`config.mk`:
```
export PLATFORM = sky130hd
export DESIGN_NAME = sensor_packet_framer
export DESIGN_NICKNAME = d
export VERILOG_FILES = /design/src/rtl/sensor_packet_framer.sv
export SDC_FILE = /design/constraint.sdc
export NUM_CORES = 1
export LEC_CHECK = 0
export ABC_AREA = 1
export BUFFER_PORTS_ARGS = -buffer_cell sky130_fd_sc_hd__buf_2
export CAP_MARGIN = 20
export CORE_MARGIN = 2
export CORE_UTILIZATION = 50
export CTS_CLUSTER_DIAMETER = 200
export DETAILED_ROUTE_END_ITERATION = 8
export PLACE_DENSITY = 0.84
export SETUP_SLACK_MARGIN = 0.2
export SLEW_MARGIN = 30
export SYNTH_ARGS = -nofsm -noshare
export SYNTH_HDL_FRONTEND = slang
export SYNTH_SLANG_ARGS = --single-unit
```
`constraint.sdc`:
```
create_clock -name clk -period 3.1 [get_ports clk]
set_clock_uncertainty 0.05 [all_clocks]
set_input_delay 0.62 -clock clk [delete_from_list [all_inputs] [get_ports clk]]
set_output_delay 0.62 -clock clk [all_outputs]
set_load 0.01 [all_outputs]
```
`src/rtl/sensor_packet_framer.sv`:
```
// -----------------------------------------------------------------------------
// sensor_packet_framer
//
// Takes one-hot grants from the sensor priority arbiter and pops one sample
// from the granted sensor's FIFO. The sample is framed into a fixed 5-byte
// packet, which is streamed byte-by-byte to the host-link serializer.
//
// Packet: HEADER_BYTE, {seq[3:0], 2'b00, code[1:0]}, data[15:8], data[7:0],
//         csum = (id + data[15:8] + data[7:0]) mod 256
//
// Ports
//   clk, rst                      clock, synchronous active-high reset
//   temp/hum/motion_grant         one-hot grants from the arbiter
//   temp/hum/motion_fifo_empty    FIFO empty flags
//   temp/hum/motion_rd_en         registered single-cycle FIFO pop strobes
//   temp/hum/motion_data          FIFO read data, valid the cycle after rd_en
//   tx_data, tx_valid, tx_ready   byte stream to the serializer
//   busy                          high whenever the framer is not idle
//   pkt_count                     packets fully sent (wraps)
//   grant_err                     sticky: more than one grant seen while idle
// -----------------------------------------------------------------------------
module sensor_packet_framer #(
  parameter int          DATA_WIDTH  = 16,
  parameter logic [7:0]  HEADER_BYTE = 8'hA5
) (
  input  logic                  clk,
  input  logic                  rst,
  input  logic                  temp_grant,
  input  logic                  hum_grant,
  input  logic                  motion_grant,
  input  logic                  temp_fifo_empty,
  input  logic                  hum_fifo_empty,
  input  logic                  motion_fifo_empty,
  output logic                  temp_rd_en,
  output logic                  hum_rd_en,
  output logic                  motion_rd_en,
  input  logic [DATA_WIDTH-1:0] temp_data,
  input  logic [DATA_WIDTH-1:0] hum_data,
  input  logic [DATA_WIDTH-1:0] motion_data,
  output logic [7:0]            tx_data,
  output logic                  tx_valid,
  input  logic                  tx_ready,
  output logic                  busy,
  output logic [15:0]           pkt_count,
  output logic                  grant_err
);

  localparam logic [2:0] IDLE    = 3'd0;
  localparam logic [2:0] POP     = 3'd1;
  localparam logic [2:0] CAPTURE = 3'd2;
  localparam logic [2:0] S_HDR   = 3'd3;
  localparam logic [2:0] S_ID    = 3'd4;
  localparam logic [2:0] S_DH    = 3'd5;
  localparam logic [2:0] S_DL    = 3'd6;
  localparam logic [2:0] S_CSUM  = 3'd7;

  localparam logic [1:0] CODE_NONE   = 2'b00;
  localparam logic [1:0] CODE_TEMP   = 2'b01;
  localparam logic [1:0] CODE_HUM    = 2'b10;
  localparam logic [1:0] CODE_MOTION = 2'b11;

  logic [2:0]            state;
  logic [1:0]            code;
  logic [3:0]            seq;
  logic [DATA_WIDTH-1:0] sample;
  logic [7:0]            id_byte;
  logic [7:0]            csum;

  logic                  temp_elig, hum_elig, motion_elig, multi_grant;
  logic [1:0]            pick_code;
  logic [DATA_WIDTH-1:0] sel_data;
  logic [7:0]            id_next;
  logic [7:0]            csum_next;
  logic                  handshake;

  assign temp_elig   = temp_grant   & ~temp_fifo_empty;
  assign hum_elig    = hum_grant    & ~hum_fifo_empty;
  assign motion_elig = motion_grant & ~motion_fifo_empty;

  // Checked on grants alone: an empty FIFO does not excuse a protocol error.
  assign multi_grant = (temp_grant & hum_grant) | (temp_grant & motion_grant) |
                       (hum_grant & motion_grant);

  assign busy      = (state != IDLE);
  assign handshake = tx_valid & tx_ready;

  // NOTE: every always_comb output gets a default first, so no path leaves it
  // unassigned and no latch is inferred.
  always_comb begin
    pick_code = CODE_NONE;
    if (motion_elig)    pick_code = CODE_MOTION;
    else if (temp_elig) pick_code = CODE_TEMP;
    else if (hum_elig)  pick_code = CODE_HUM;
  end

  always_comb begin
    sel_data = '0;
    case (code)
      CODE_TEMP:   sel_data = temp_data;
      CODE_HUM:    sel_data = hum_data;
      CODE_MOTION: sel_data = motion_data;
      default:     sel_data = '0;
    endcase
  end

  // 8-bit sum keeps only the low byte, i.e. the mod-256 checksum.
  assign id_next   = {seq, 2'b00, code};
  assign csum_next = id_next + sel_data[15:8] + sel_data[7:0];

  // NOTE: all state here uses non-blocking assignments so every register
  // samples pre-edge values regardless of statement order.
  always_ff @(posedge clk) begin
    if (rst) begin
      state        <= IDLE;
      code         <= CODE_NONE;
      seq          <= '0;
      sample       <= '0;
      id_byte      <= '0;
      csum         <= '0;
      temp_rd_en   <= 1'b0;
      hum_rd_en    <= 1'b0;
      motion_rd_en <= 1'b0;
      tx_data      <= '0;
      tx_valid     <= 1'b0;
      pkt_count    <= '0;
      grant_err    <= 1'b0;
    end else begin
      // Pop strobes are pulses: set only on the IDLE->POP transition.
      temp_rd_en   <= 1'b0;
      hum_rd_en    <= 1'b0;
      motion_rd_en <= 1'b0;

      case (state)
        IDLE: begin
          if (multi_grant) grant_err <= 1'b1;
          if (pick_code != CODE_NONE) begin
            code         <= pick_code;
            temp_rd_en   <= (pick_code == CODE_TEMP);
            hum_rd_en    <= (pick_code == CODE_HUM);
            motion_rd_en <= (pick_code == CODE_MOTION);
            state        <= POP;
          end
        end
        POP: state <= CAPTURE;
        CAPTURE: begin
          // FIFO data is valid this cycle, one cycle after the pop.
          sample   <= sel_data;
          id_byte  <= id_next;
          csum     <= csum_next;
          tx_data  <= HEADER_BYTE;
          tx_valid <= 1'b1;
          state    <= S_HDR;
        end
        S_HDR: if (handshake) begin
          tx_data <= id_byte;
          state   <= S_ID;
        end
        S_ID: if (handshake) begin
          tx_data <= sample[15:8];
          state   <= S_DH;
        end
        S_DH: if (handshake) begin
          tx_data <= sample[7:0];
          state   <= S_DL;
        end
        S_DL: if (handshake) begin
          tx_data <= csum;
          state   <= S_CSUM;
        end
        S_CSUM: if (handshake) begin
          tx_valid  <= 1'b0;
          tx_data   <= '0;
          seq       <= seq + 4'd1;
          pkt_count <= pkt_count + 16'd1;
          state     <= IDLE;
        end
        default: state <= IDLE;
      endcase
    end
  end

endmodule

```
==> metrics.cfg <==
[cts]
cts_tree=yes
clockBufferDepth=2
clock_latency_ns=0.35
hold_buffers=0
cts_root_buf=clkbuf_8
path_clk_slew_ns=0.08
clock_sinks=68
htree_levels=3
cts-buffers-inserted=9

[synth]
syn_inst=525
synth_top_family_by_area=simple AND/OR/NAND/NOR gates
synthAdderAreaFrac_pct=6.59
synth.distinct_cells=45
synthTopCellsByCount=nand2_1 (114), dfxtp_1 (68), inv_1 (55), a21oi_1 (52), o21ai_0 (51)
yosysSeqAreaShare_pct=36.6
synth.most_common_cell=nand2_1
synth.top_cells.by_area=dfxtp_1 (37%), nand2_1 (11%), a21oi_1 (7.0%), o21ai_0 (6.9%), inv_1 (5.5%)
yosys.area_share.simple_pct=27.4
ys_ff_latch=68
synthArstFlopShare_pct=0
netlist_area_um2=3720
yosys_warnings=0
yosysTopAreaCell=dfxtp_1
synth_top_area_share_pct=36.6
synthXorXnorAreaFrac_pct=2.12
synth_area_per_cell_um2=7.09
synthMuxAreaShare_pct=0
syn_nets=598
synth_compound_area_share_pct=18.3
synthFlopType=dfxtp_1
synth_edf_count=0

[pwr]
cellPowerDensity_nw_per_um2=637
power.leakage_nw=2.06
peakVddDrop_mv=0.375

[timing]
rsz0062_at_grt=yes
worst_slew_pin_slew_ns=0.891
finalHoldViolCount=0
timing.setup.tns_ns=0
fin_crit_sh_pct=91.0
max_slew_margin_pct=40.2
setup_viol=0
slew_violations=0
fin_crit_ns=2.82
fmax_mhz=355

[critical_path]
required_ns=3.30
end_kind=register
crit_chain=inv_1, nor2_4, buf_4, nand2_1, nand3_1, fa_1, ha_1, a21oi_1, o21ai_0, a21oi_1, inv_1, nand3_1, nand3_1, nand2_1, inv_1
worst-setup-path-type=reg2reg
rrSetupSlack_ns=0.28
rr_worst_depth=15
crit_path_max_incr_delay_ns=0.43
cp_max_fo=10
crit_arrival_ns=3.02
reg2reg_to=csum[7]
r2r-start=code[1]
crit_slowest_cell=fa_1
worstSetupStartpoint=code[1]
worstSetupEndpoint=csum[7]
crit_path_start_kind=register

[hold_path]
hold_path_class=reg2reg

[die]
die_height_um=90.3
start_util_pct=51.6
design.core.area_um2=7210
rows=31
io_pins=87
fp.dieArea_um2=8150
die_w_um=90.3

[drt]
drtAntennaViolNets=0
wl_per_cell_um=13.5
via_per_inst=5.40
routed_wl_um=9580
drc_errors=0
num_vias=3842
drt-initial-drc-count=193
dr.pass1.iters=5

[placed_design]
place.gp.congestion=0.892
dpl.hpwl_um=7150
place_inst=693
portBuffers=86

[layout]
drive_gt1_share_pct=22.0
antenna_cells=0
num-fill-cells=647
syn_to_final_growth_pct=20.7
instances_no_fill=712
final_nets=681

[global_routing]
grt_pass1_vias=3600
grt_pass1_wl_um=15800
grt_max_degree=41
antenna_found_initial=0
overflow=0
grt_util_all_layers_pct=23.8

[run_status]
status=finished clean

[job]
max-cap-violations=0

-- placed cells by master (no fill, tap or decap), types with 5 or more instances in the layout --
master / netlist / routed
fa_1: 6 / 5
xor2_1: 6 / 6
nand4_1: 9 / 9
clkbuf_8: 0 / 9
buf_2: 6 / 86
nand3_1: 31 / 31
nor2_1: 48 / 48
inv_2: 6 / 5
inv_1: 55 / 54
nor3_1: 6 / 6
nand2_1: 114 / 114
o21ai_0: 51 / 51
a21oi_1: 52 / 51
dfxtp_1: 68 / 66
ha_1: 10 / 9
buf_4: 1 / 5
-- layout make-up --
| type | count | area (µm²) | area share (%) |
|---|---|---|---|
| clock inverter | 7 | 100 | 2.23 |
| inverter | 62 | 236 | 5.27 |
| clock buffer | 9 | 124 | 2.76 |
| timing repair buffer | 92 | 488 | 10.9 |
| sequential | 68 | 1370 | 30.4 |
| multi-input combinational | 375 | 2050 | 45.7 |
| tap | 99 | 124 | 2.76 |
-- timing repair --
action / 4_1_cts / 5_1_grt
endpoints found under the setup margin: 3 / 3
pin swaps: 1 / 0
gates resized for setup: 1 / 8
hold endpoints to repair: 0 / 0
buffers inserted: 2 / 1
gates cloned: 0 / 0
-- registers in the layout (all words and copies together), names as in the netlist, 2 cells and up --
register and flops:
pkt_count 16, tx_data 8, id_byte 6, state 3, csum 8, seq 4, code 2, sample 16
-- critical path, delay by kind of cell (launching register included) --
kind	cells	cell delay (ns)
simple gates	6	0.55
flops	1	0.40
fa+ha+maj	2	0.79
compound gates	3	0.53
buf+inv	4	0.40
-- per-layer routing --
metal  up-vias  wire length, µm  track usage, %
met5         -                0               0
met4         0              355            13.2
met3        32              684            3.34
met2       196             4630            41.2
met1      1709             3920            28.2
li1       1905                -               -
-- where the power goes --
part / leakage (nW) / internal [mW] / switching [mW]
Clock: 0.102 / 0.456 / 0.363
Sequential: 0.554 / 1.02 / 0.0964
Combinational: 1.40 / 0.340 / 0.584
Total: 2.06 / 1.82 / 1.04
-- kinds of logic (layout without fill, tap and decap cells) --
| kind of cell | after synthesis | after routing |
|---|---|---|
| DFF | 68 | 68 |
| AOI/OAI and AO/OA | 123 | 123 |
| buffers and inverters | 82 | 170 |
| adders and majority gates | 16 | 16 |
| xor gates and xnor gates | 9 | 9 |
| and+or+nand+nor | 227 | 227 |
-- how the worst min path moves through the flow --
| stage | from | to | slack (ns) | cells after the start |
|---|---|---|---|---|
| 4_1_cts | id_byte[5] | id_byte[5] | 0.41 | 2 |
| 3_3_place_gp | id_byte[5] | id_byte[5] | 0.39 | 2 |
| 3_5_place_dp | id_byte[5] | id_byte[5] | 0.39 | 2 |
| 6_report | id_byte[5] | id_byte[5] | 0.41 | 2 |
| 2_1_floorplan | id_byte[5] | id_byte[5] | 0.37 | 2 |
| 5_1_grt | tx_data[6] | tx_data[6] | 0.43 | 2 |
-- metrics by stage --
step                power, mW  instance area (µm²)  worst slack (ns)  util, %  hold WS (ns)
floorplan                1.74                 3720             0.311        -         0.375
global placement         1.96                 4200             0.217     58.2         0.393
detailed placement       1.99                 4200             0.119     58.2         0.394
CTS                      2.83                 4450             0.242     61.7         0.409
global route             3.04                 4490             0.107     62.2         0.435
finish                   2.86                 4490             0.280     62.2         0.414
Power figures use the tool's default switching activity.
